## src/rtl/vga_timing_gen.sv

```systemverilog
// Two-set VGA raster timing generator; mode_sel takes effect only at a frame boundary.
// Optional frame counter output when VGA_TG_FRAME_CNT_EN is defined.
module vga_timing_gen #(
  parameter int A_H_ACT  = 800,
  parameter int A_H_FP   = 56,
  parameter int A_H_SYNC = 120,
  parameter int A_H_BP   = 64,
  parameter int A_V_ACT  = 600,
  parameter int A_V_FP   = 37,
  parameter int A_V_SYNC = 6,
  parameter int A_V_BP   = 23,
  parameter bit A_HS_POL = 1'b1,
  parameter bit A_VS_POL = 1'b1,
  parameter int A_DIV    = 1,
  parameter int B_H_ACT  = 640,
  parameter int B_H_FP   = 16,
  parameter int B_H_SYNC = 96,
  parameter int B_H_BP   = 48,
  parameter int B_V_ACT  = 480,
  parameter int B_V_FP   = 10,
  parameter int B_V_SYNC = 2,
  parameter int B_V_BP   = 33,
  parameter bit B_HS_POL = 1'b0,
  parameter bit B_VS_POL = 1'b0,
  parameter int B_DIV    = 2
) (
  input  logic        clock,
  input  logic        reset,
  input  logic        mode_sel,
  output logic        pix_en,
  output logic [11:0] col,
  output logic [10:0] row,
  output logic        visible,
  output logic        hsync,
  output logic        vsync,
  output logic        line_start,
  output logic        frame_start,
  output logic        mode_active
`ifdef VGA_TG_FRAME_CNT_EN
  ,
  output logic [15:0] frame_cnt
`endif
);

  localparam int A_H_TOT = A_H_ACT + A_H_FP + A_H_SYNC + A_H_BP;
  localparam int A_V_TOT = A_V_ACT + A_V_FP + A_V_SYNC + A_V_BP;
  localparam int B_H_TOT = B_H_ACT + B_H_FP + B_H_SYNC + B_H_BP;
  localparam int B_V_TOT = B_V_ACT + B_V_FP + B_V_SYNC + B_V_BP;

  logic        set_b;
  logic        started;
  logic [3:0]  div_cnt;
  logic [3:0]  div_last;
  // Position that the next pix_en will present.
  logic [11:0] h_cnt;
  logic [10:0] v_cnt;
  logic        at_origin;
  logic        nxt_b;

  logic [11:0] h_act, hs_beg, hs_end, h_last;
  logic [10:0] v_act, vs_beg, vs_end, v_last;
  logic        hs_pol, vs_pol;

  assign div_last  = set_b ? 4'(B_DIV - 1) : 4'(A_DIV - 1);
  assign pix_en    = ~reset & (div_cnt == div_last);
  assign at_origin = (h_cnt == 12'd0) && (v_cnt == 11'd0);
  // The first origin after reset always stays in set A; later origins sample mode_sel.
  assign nxt_b     = (started && at_origin) ? mode_sel : set_b;

  always_comb begin
    h_act  = 12'(A_H_ACT);
    hs_beg = 12'(A_H_ACT + A_H_FP);
    hs_end = 12'(A_H_ACT + A_H_FP + A_H_SYNC - 1);
    h_last = 12'(A_H_TOT - 1);
    v_act  = 11'(A_V_ACT);
    vs_beg = 11'(A_V_ACT + A_V_FP);
    vs_end = 11'(A_V_ACT + A_V_FP + A_V_SYNC - 1);
    v_last = 11'(A_V_TOT - 1);
    hs_pol = A_HS_POL;
    vs_pol = A_VS_POL;
    if (nxt_b) begin
      h_act  = 12'(B_H_ACT);
      hs_beg = 12'(B_H_ACT + B_H_FP);
      hs_end = 12'(B_H_ACT + B_H_FP + B_H_SYNC - 1);
      h_last = 12'(B_H_TOT - 1);
      v_act  = 11'(B_V_ACT);
      vs_beg = 11'(B_V_ACT + B_V_FP);
      vs_end = 11'(B_V_ACT + B_V_FP + B_V_SYNC - 1);
      v_last = 11'(B_V_TOT - 1);
      hs_pol = B_HS_POL;
      vs_pol = B_VS_POL;
    end
  end

  always_ff @(posedge clock or posedge reset) begin
    if (reset) begin
      set_b       <= 1'b0;
      started     <= 1'b0;
      div_cnt     <= 4'd0;
      h_cnt       <= 12'd0;
      v_cnt       <= 11'd0;
      col         <= 12'd0;
      row         <= 11'd0;
      visible     <= 1'b0;
      hsync       <= ~A_HS_POL;
      vsync       <= ~A_VS_POL;
      line_start  <= 1'b0;
      frame_start <= 1'b0;
      mode_active <= 1'b0;
    end else if (pix_en) begin
      div_cnt     <= 4'd0;
      set_b       <= nxt_b;
      started     <= 1'b1;
      col         <= h_cnt;
      row         <= v_cnt;
      visible     <= (h_cnt < h_act) && (v_cnt < v_act);
      hsync       <= (h_cnt >= hs_beg && h_cnt <= hs_end) ? hs_pol : ~hs_pol;
      vsync       <= (v_cnt >= vs_beg && v_cnt <= vs_end) ? vs_pol : ~vs_pol;
      line_start  <= (h_cnt == 12'd0);
      frame_start <= at_origin;
      mode_active <= nxt_b;
      if (h_cnt == h_last) begin
        h_cnt <= 12'd0;
        v_cnt <= (v_cnt == v_last) ? 11'd0 : v_cnt + 11'd1;
      end else begin
        h_cnt <= h_cnt + 12'd1;
      end
    end else begin
      div_cnt <= div_cnt + 4'd1;
    end
  end

`ifdef VGA_TG_FRAME_CNT_EN
  always_ff @(posedge clock or posedge reset) begin
    if (reset) begin
      frame_cnt <= 16'd0;
    end else if (pix_en && at_origin) begin
      frame_cnt <= frame_cnt + 16'd1;
    end
  end
`endif

endmodule

```

## config.mk

```make
export PLATFORM = sky130hd
export DESIGN_NAME = vga_timing_gen
export DESIGN_NICKNAME = d
export VERILOG_FILES = /design/src/rtl/vga_timing_gen.sv
export SDC_FILE = /design/constraint.sdc
export NUM_CORES = 1
export LEC_CHECK = 0
export ABC_AREA = 1
export ABC_CLOCK_PERIOD_IN_PS = 5560
export BUFFER_PORTS_ARGS = -buffer_cell sky130_fd_sc_hd__buf_2
export CORE_MARGIN = 5
export CORE_UTILIZATION = 60
export DETAILED_ROUTE_END_ITERATION = 8
export HOLD_SLACK_MARGIN = 0.1
export PLACE_DENSITY = 0.81
export REMOVE_ABC_BUFFERS = 1
export SLEW_MARGIN = 40
export SYNTH_ARGS = -nofsm -noshare
export SYNTH_HDL_FRONTEND = slang
export SYNTH_SLANG_ARGS = --single-unit
export TNS_END_PERCENT = 10
```

## constraint.sdc

```tcl
create_clock -name clock -period 5.56 [get_ports clock]
set_input_delay 0.556 -clock clock [delete_from_list [all_inputs] [get_ports clock]]
set_output_delay 0.556 -clock clock [all_outputs]
set_load 0.03 [all_outputs]
```

==> summary.txt, run 1 <==
Global routing
  – First-pass GRT wire length: 14400 um
  – Met3 GRT Util: 0.0461
  – Met2 usage: 0.425
  – GRT busiest layer: met2
  – GRT Util Overall: 0.250
  – Gr ovfl total: 0
  – Met1 usage: 0.308
  – Largest net degree at the start of global routing: 56
  – Number of global-route vias before repair: 3007
  – Initial antenna violation count: 0

CTS
  – Worst-case clock buffer depth: 2
  – Root buf cell: clkbuf_8
  – CTS tree: built
  – Resized Gates After CTS: 0
  – Post-CTS Hold Buffers: 0
  – H-tree levels: 3
  – TritonCTS buffer count: 9
  – Worst-Skew Late Latency: 0.36 ns
  – # clock sinks: 57
  – # Post-CTS Setup Buffers: 0
  – Clk slew on worst S/H paths: 0.07 ns

Setup path
  – Critical path endpoint category: flop
  – CP Max Fanout: 14
  – R2R Setup Slk: a little under 2 ns
  – Worst Setup Start Kind: flop
  – Critical path type: flop to flop
  – Reg2Reg Depth: 17
  – Crit path DAT: 3.81 ns
  – R2r startpoint: h_cnt[0]
  – R2R Path End: hsync
  – Critical Path RT: 5.79 ns

Drt
  – Initial DRC count: 268
  – DR pass1 iterations: 4
  – Wire per inst: ~15 um
  – Post-route ant nets: 0
  – Via/cell ratio: 5.48
  – DR vias: 2970
  – WL final: between 8000 and 9000 um
  – Drc violations: 0

Finish
  – Fin nets: 491
  – Non-Filler Instances: 542
  – N_diodes: 0
  – Layout cells sized above 1: 0.151
  – P&R area growth vs syn: 11.6%

Power and ir drop
  – Sw frac: 0.401
  – Leakage: a little over 0.002 uW
  – VDD IR max: approximately 0.25 mV
  – Total power: 1530 uW
  – Clock share of power: 0.284
  – Flop pwr share: 0.374
  – Internal power: 915 uW
  – Sw Pwr: 613 uW
  – Logic pwr share: 0.342
  – Power per Cell Area: 400 nW/um^2

Die
  – Die extent in y: 85.5 um
  – Die ar.: roughly 7300 sq um
  – Row count: 27
  – Ports: 33
  – Starting Density: 0.618
  – Core area: 5540 sq um
  – Die W: 85.5 um

Logic synthesis
  – #FFs+latches synth: 57
  – Netlist Area Pre-Place: 3420 sq um
  – Cells after Synth: 435
  – Ys Warns: 0
  – Syn_area_per_cell: ~7.9 sq um
  – Seq/Total Area, Yosys: 0.417
  – Number of distinct library cells after synthesis: 35

Run
  – Max cap viols: 0

STA
  – Max-slew headroom: 0.573
  – Fin crit period: 3.58 ns
  – Setup TNS: 0 ns
  – Worst Tran Pin Value: 0.640 ns
  – Final WS setup: 1.98 ns
  – Peak Freq: ~280 MHz
  – Final Skew: 0.00694 ns
  – Setup violators final: 0
  – Fin crit share: 0.644
  – Final Hold Vio Count: 0
  – Max-slew violation count: 0
  – RSZ-0062 raised after global routing: false

Place
  – Port bufs: 32
  – Dpl hpwl: 5790 um
  – Placer congestion estimate: 0.884
  – Dpl ws: 2.11 ns
  – Placed Instances: 526

Worst hold path
  – Hold/Removal Path Class: input port to async pin

Status
  – Status: finished clean
-- cell usage after synthesis, drive strengths merged --
| cell type | instances | area [sq um] |
|---|---|---|
| xor2 | 12 | 105 |
| nand2 | 104 | 408 |
| dfrtp | 57 | 1430 |
| nand3b | 1 | 7.51 |
| nand3 | 30 | 155 |
| clkbuf | 7 | 26.3 |
| inv | 56 | 213 |
| a211o | 1 | 8.76 |
| a21oi | 9 | 48.8 |
| o211ai | 3 | 22.5 |
| nand4 | 18 | 128 |
| o2111ai | 1 | 8.76 |
| o21a | 1 | 7.51 |
| o32ai | 1 | 8.76 |
| nor4 | 2 | 12.5 |
| o21ai | 33 | 165 |
| a31oi | 1 | 6.26 |
| nor3 | 13 | 80.1 |
| buf | 8 | 63.8 |
| nor2 | 47 | 181 |
| a21o | 1 | 7.51 |
| or2 | 3 | 18.8 |
| xnor2 | 3 | 26.3 |
| ha | 23 | 288 |
-- placed cells by master (no fill, tap or decap), types with 3 or more instances in the layout --
master    synthesis  final
xnor2_1           3      3
ha_1             23     23
nand2_1         101    101
xor2_1           12     12
o211ai_1          3      3
or2_2             3      3
nor2_2            2      3
nor2_1           45     44
nor3_1           10     10
nand4_1          17     17
dfrtp_1          57     57
nand3_1          29     29
clkinv_2          0      3
a21oi_1           8      8
inv_2             4      4
inv_1            51     50
clkbuf_8          0      9
o21ai_0          33     33
buf_2             3     32
nor3_2            3      3
-- cell type report --
class | instances | area, sq um
tap | 72 | 90.1
inverter | 56 | 214
multi-input combinational | 307 | 1700
fill | 474 | 1720
timing repair buffer | 34 | 175
sequential | 57 | 1430
clock inverter | 7 | 93.8
clock buffer | 9 | 124
-- registers in the layout, indices dropped and copies added (netlist names) --
signal	flops
started	1
row	11
vsync	1
hsync	1
frame_start	1
div_cnt	4
set_b	1
col	12
line_start	1
visible	1
v_cnt	11
h_cnt	12
-- metrics by stage --
| stage | hold slack, ns | utilization | instance area (sq um) |
|---|---|---|---|
| after floorplan | 0.446 | - | 3330 |
| after global placement | 0.451 | 0.650 | 3600 |
| after detailed placement | 0.459 | 0.650 | 3600 |
| after CTS | 0.239 | 0.689 | 3820 |
| after global routing | 0.266 | 0.689 | 3820 |
| final | 0.222 | 0.689 | 3820 |
-- routing by layer --
metal / share of wire / up-vias
li1: - / 1471
met1: 0.43 / 1393
met2: 0.50 / 83
met3: 0.048 / 23
met4: 0.022 / 0
met5: 0 / -
-- how the worst max path moves through the flow --
stage / start / to / slack (ns)
finish: h_cnt[0] / hsync / 1.98
detailed placement: h_cnt[0] / hsync / 2.11
CTS: h_cnt[0] / v_cnt[1] / 2.08
global route: v_cnt[1] / hsync / 1.62
floorplan: set_b / h_cnt[3] / 2.20
global placement: h_cnt[0] / hsync / 2.16
-- kinds of logic after synthesis --
logic type	after synthesis	synth area share
buffers and inverters	71	0.0884
xor gates and xnor gates	15	0.0384
adders and majority gates	23	0.0841
AOI/OAI and AO/OA	51	0.0830
DFF	57	0.417
and+or+nand+nor	218	0.289
-- power by group through the flow --
stage | registers (uW) | logic (uW) | clock network [uW]
global route | 585 | 597 | 461
floorplan | 646 | 302 | 0
finish | 572 | 523 | 434
global placement | 573 | 504 | 0
detailed placement | 578 | 520 | 0
CTS | 571 | 523 | 439
-- critical path, stage by stage, from the launching register on --
cell      delay [ns]
dfrtp_1         0.42
inv_1           0.13
ha_1            0.20
nand3_1         0.08
nor2_1          0.10
nand2_1         0.12
nor2_2          0.15
nand3_1         0.12
nand2_1         0.42
inv_1           0.29
ha_1            0.38
nand2_1         0.06
nor2_1          0.19
inv_1           0.10
o32ai_1         0.29
o21ai_0         0.19
nand3_1         0.11
o211ai_1        0.09
(Power assumes the default switching activity.)
==> run 2, diff against run 1 <==
--- a/config.mk
+++ b/config.mk
@@ -5,14 +5,14 @@
 export SDC_FILE = /design/constraint.sdc
 export NUM_CORES = 1
 export LEC_CHECK = 0
-export ABC_AREA = 1
-export ABC_CLOCK_PERIOD_IN_PS = 5560
+export ABC_AREA = 0
+export ABC_CLOCK_PERIOD_IN_PS = 3600
 export BUFFER_PORTS_ARGS = -buffer_cell sky130_fd_sc_hd__buf_2
 export CORE_MARGIN = 5
-export CORE_UTILIZATION = 60
+export CORE_UTILIZATION = 59
 export DETAILED_ROUTE_END_ITERATION = 8
 export HOLD_SLACK_MARGIN = 0.1
-export PLACE_DENSITY = 0.81
+export PLACE_DENSITY = 0.8
 export REMOVE_ABC_BUFFERS = 1
 export SLEW_MARGIN = 40
 export SYNTH_ARGS = -nofsm -noshare
==> constraint.sdc (replaced) <==
create_clock -name clock -period 3.6 [get_ports clock]
set_input_delay 0.36 -clock clock [delete_from_list [all_inputs] [get_ports clock]]
set_output_delay 0.36 -clock clock [all_outputs]
set_load 0.03 [all_outputs]
==> run 2 against run 1 <==
Effect of this change:
- clock power is 31% higher
- synthesized cell count is 19% lower
- worst hold slack worse by 0.073 ns
- critical path type unchanged
- highest routed layer unchanged
==> summary.txt, run 2 <==
Finish
  – Commonest non-fill, non-tap cell in the layout: nand2_1
  – Fillers: 423
  – FF+latch area: 1430 sq um
  – P&R area growth vs syn: 17.3%
  – Commonest cells after routing, fill and taps aside: nand2_1, dfrtp_1, buf_2
  – Fin nets: 428
  – Layout cells sized above 1: 0.242
  – N_diodes: 0
  – Biggest regs: col (12), h_cnt (12)
  – Area of the multi-input gates: 1720 sq um

Setup path
  – Worst Setup Start Kind: flop
  – Critical path type: flop to flop
  – Critical path endpoint category: flop
  – Critical Path RT: 3.88 ns
  – R2R Setup Slk: approximately 0.11 ns
  – R2r startpoint: v_cnt[0]
  – CP Max Fanout: 15
  – Crit path DAT: 3.76 ns
  – R2R Path End: v_cnt[10]
  – Reg2Reg Depth: 14

Logic synthesis
  – Top FF cell, synth: dfrtp_1
  – Commonest cells post-synth: nand2_1, dfrtp_1, o21ai_0
  – Number of distinct library cells after synthesis: 55
  – Syn_area_per_cell: roughly 9 sq um
  – Leading post-synthesis cells by cell area: dfrtp_1, ha_1, nand2_1, o21ai_0, xnor2_1
  – Ys async rst share: 1.00
  – Seq/Total Area, Yosys: 0.437
  – Netlist Area Pre-Place: 3260 sq um
  – Cells after Synth: 352
  – Most frequent cell after synthesis: nand2_1
  – Ys Warns: 0
  – Area leader, netlist: dfrtp_1
  – #FFs+latches synth: 57
  – Post-synth EDFFs: 0
  – Area share of the largest cell type after synthesis: 0.437

CTS
  – Worst-Skew Late Latency: 0.33 ns
  – CTS tree: built
  – Clk slew on worst S/H paths: 0.06 ns
  – # clock sinks: 57
  – TritonCTS buffer count: 9
  – Root buf cell: clkbuf_8
  – Worst-case clock buffer depth: 2
  – H-tree levels: 3

Drt
  – DR pass1 iterations: 5
  – Initial DRC count: about 180
  – Wire per inst: 15.5 um
  – Via/cell ratio: around 5.7
  – Drc violations: 0
  – DR vias: ~2700
  – WL final: 7410 um
  – Post-route ant nets: 0

Die
  – Row count: 27
  – Die extent in y: 84.3 um
  – Die ar.: between 7000 and 8000 sq um
  – Ports: 33
  – Starting Density: 0.599
  – Core area: 5440 sq um
  – Die W: between 80 and 90 um

STA
  – Fin crit period: 3.49 ns
  – Setup violators final: 0
  – Final Hold Vio Count: 0
  – Final Skew: ~0.0071 ns
  – Max-slew headroom: 0.557
  – Setup TNS: 0 ns
  – Final WS setup: 0.113 ns
  – Peak Freq: 287 MHz
  – Max-slew violation count: 0
  – Fin crit share: 0.969
  – RSZ-0062 raised after global routing: true
  – Worst Tran Pin Value: 0.664 ns

Power and ir drop
  – Leakage: 0.00192 uW
  – Power per Cell Area: 464 nW/um^2
  – VDD IR max: 0.389 mV

Global routing
  – GRT Util Overall: 0.221
  – Number of global-route vias before repair: 2719
  – Initial antenna violation count: 0
  – First-pass GRT wire length: 12600 um
  – Gr ovfl total: 0
  – Largest net degree at the start of global routing: 57

Place
  – Dpl ws: -0.0432 ns
  – Port bufs: 32
  – Dpl hpwl: 5050 um
  – Placer congestion estimate: 0.867

Worst hold path
  – Hold/Removal Path Class: input port to async pin

Status
  – Status: finished clean

Run
  – Max cap viols: 0
## run 2: cell types whose count changed in the layout (fill, tap and decap cells not counted), moves of 5 or more
cell | before | now
nand4_1 | 17 | 4
nand3_1 | 29 | 15
xnor2_1 | 3 | 9
inv_1 | 50 | 9
and3_1 | 0 | 8
nand2_1 | 101 | 76
buf_4 | 2 | 25
nor2_1 | 44 | 16
xor2_1 | 12 | 3
nand2b_1 | 0 | 5
o31ai_2 | 0 | 5
## run 2: what timing repair did
action | CTS | global route
pin swaps | 0 | 5
hold buffers | 0 | 0
setup endpoints to repair | 9 | 13
buffers inserted | 0 | 4
gates resized for setup | 2 | 7
gates cloned | 0 | 0
## run 2: layout make-up
cell class	instances	share of cell area
inverters	14	0.0144
multi-input cells	263	0.450
clock inverters	3	0.0111
well taps	72	0.0236
flip-flops and latches	57	0.373
repair buffers	57	0.0910
clock buffers	11	0.0370
## run 2: cells by family (layout without fill, tap and decap cells)
| kind of cell | Yosys count | count (layout) | share of synthesized area |
|---|---|---|---|
| XOR/XNOR | 12 | 12 | 0.0322 |
| multiplexers | 2 | 2 | 0.0138 |
| AO/OA/AOI/OAI | 65 | 65 | 0.127 |
| adder cells (fa/ha/maj) | 23 | 23 | 0.0883 |
| AND/OR/NAND/NOR | 161 | 161 | 0.258 |
| buffers and inverters | 32 | 85 | 0.0434 |
| flip-flops | 57 | 57 | 0.437 |
## run 2: metal layers
metal | vias to the layer above | track usage | wire length (um)
met3 | 10 | 0.0500 | 445
met5 | - | 0 | 0
met4 | 0 | 0.0921 | 96
met2 | 97 | 0.359 | 3620
met1 | 1300 | 0.287 | 3250
li1 | 1325 | - | -
## run 2: how the worst max path moves through the flow
stage | startpoint | end | slack, ns | cells past startpoint
2_1_floorplan | h_cnt[0] | v_cnt[4] | -0.13 | 14
3_3_place_gp | v_cnt[0] | v_cnt[2] | 0.12 | 14
3_5_place_dp | v_cnt[0] | v_cnt[6] | -0.04 | 14
4_1_cts | v_cnt[0] | v_cnt[4] | 0.02 | 14
5_1_grt | h_cnt[1] | v_cnt[4] | -0.09 | 14
6_report | v_cnt[0] | v_cnt[10] | 0.11 | 14
## run 2: metrics by stage
stage	power [uW]	cell area, sq um	cells	hold WS (ns)	utilization
after detailed placement	1180	3580	459	0.457	0.659
final	1770	3820	477	0.149	0.703
after CTS	1760	3770	473	0.162	0.694
after global routing	1870	3820	477	0.204	0.703
after floorplan	1050	3170	334	0.434	-
after global placement	1170	3580	459	0.453	0.658
## run 2: worst max-delay path, cell delays in order (launching register included)
cell and delay (ns):
dfrtp_2 0.44, inv_2 0.09, ha_1 0.15, nor4b_4 0.21
nand4_1 0.16, nor2_2 0.21, mux2i_4 0.27, inv_1 0.08
ha_1 0.34, and4b_4 0.38, and3_1 0.18, o2111a_2 0.26
nor2_4 0.09, or4_1 0.48, nand2_1 0.08
## run 2: where the power goes
part	leakage, uW	switching (uW)	total (uW)	internal, uW
Sequential	0.000762	61.3	785	724
Clock	0.0000913	241	570	329
Combinational	0.00106	273	420	147
Total	0.00192	575	1770	1200
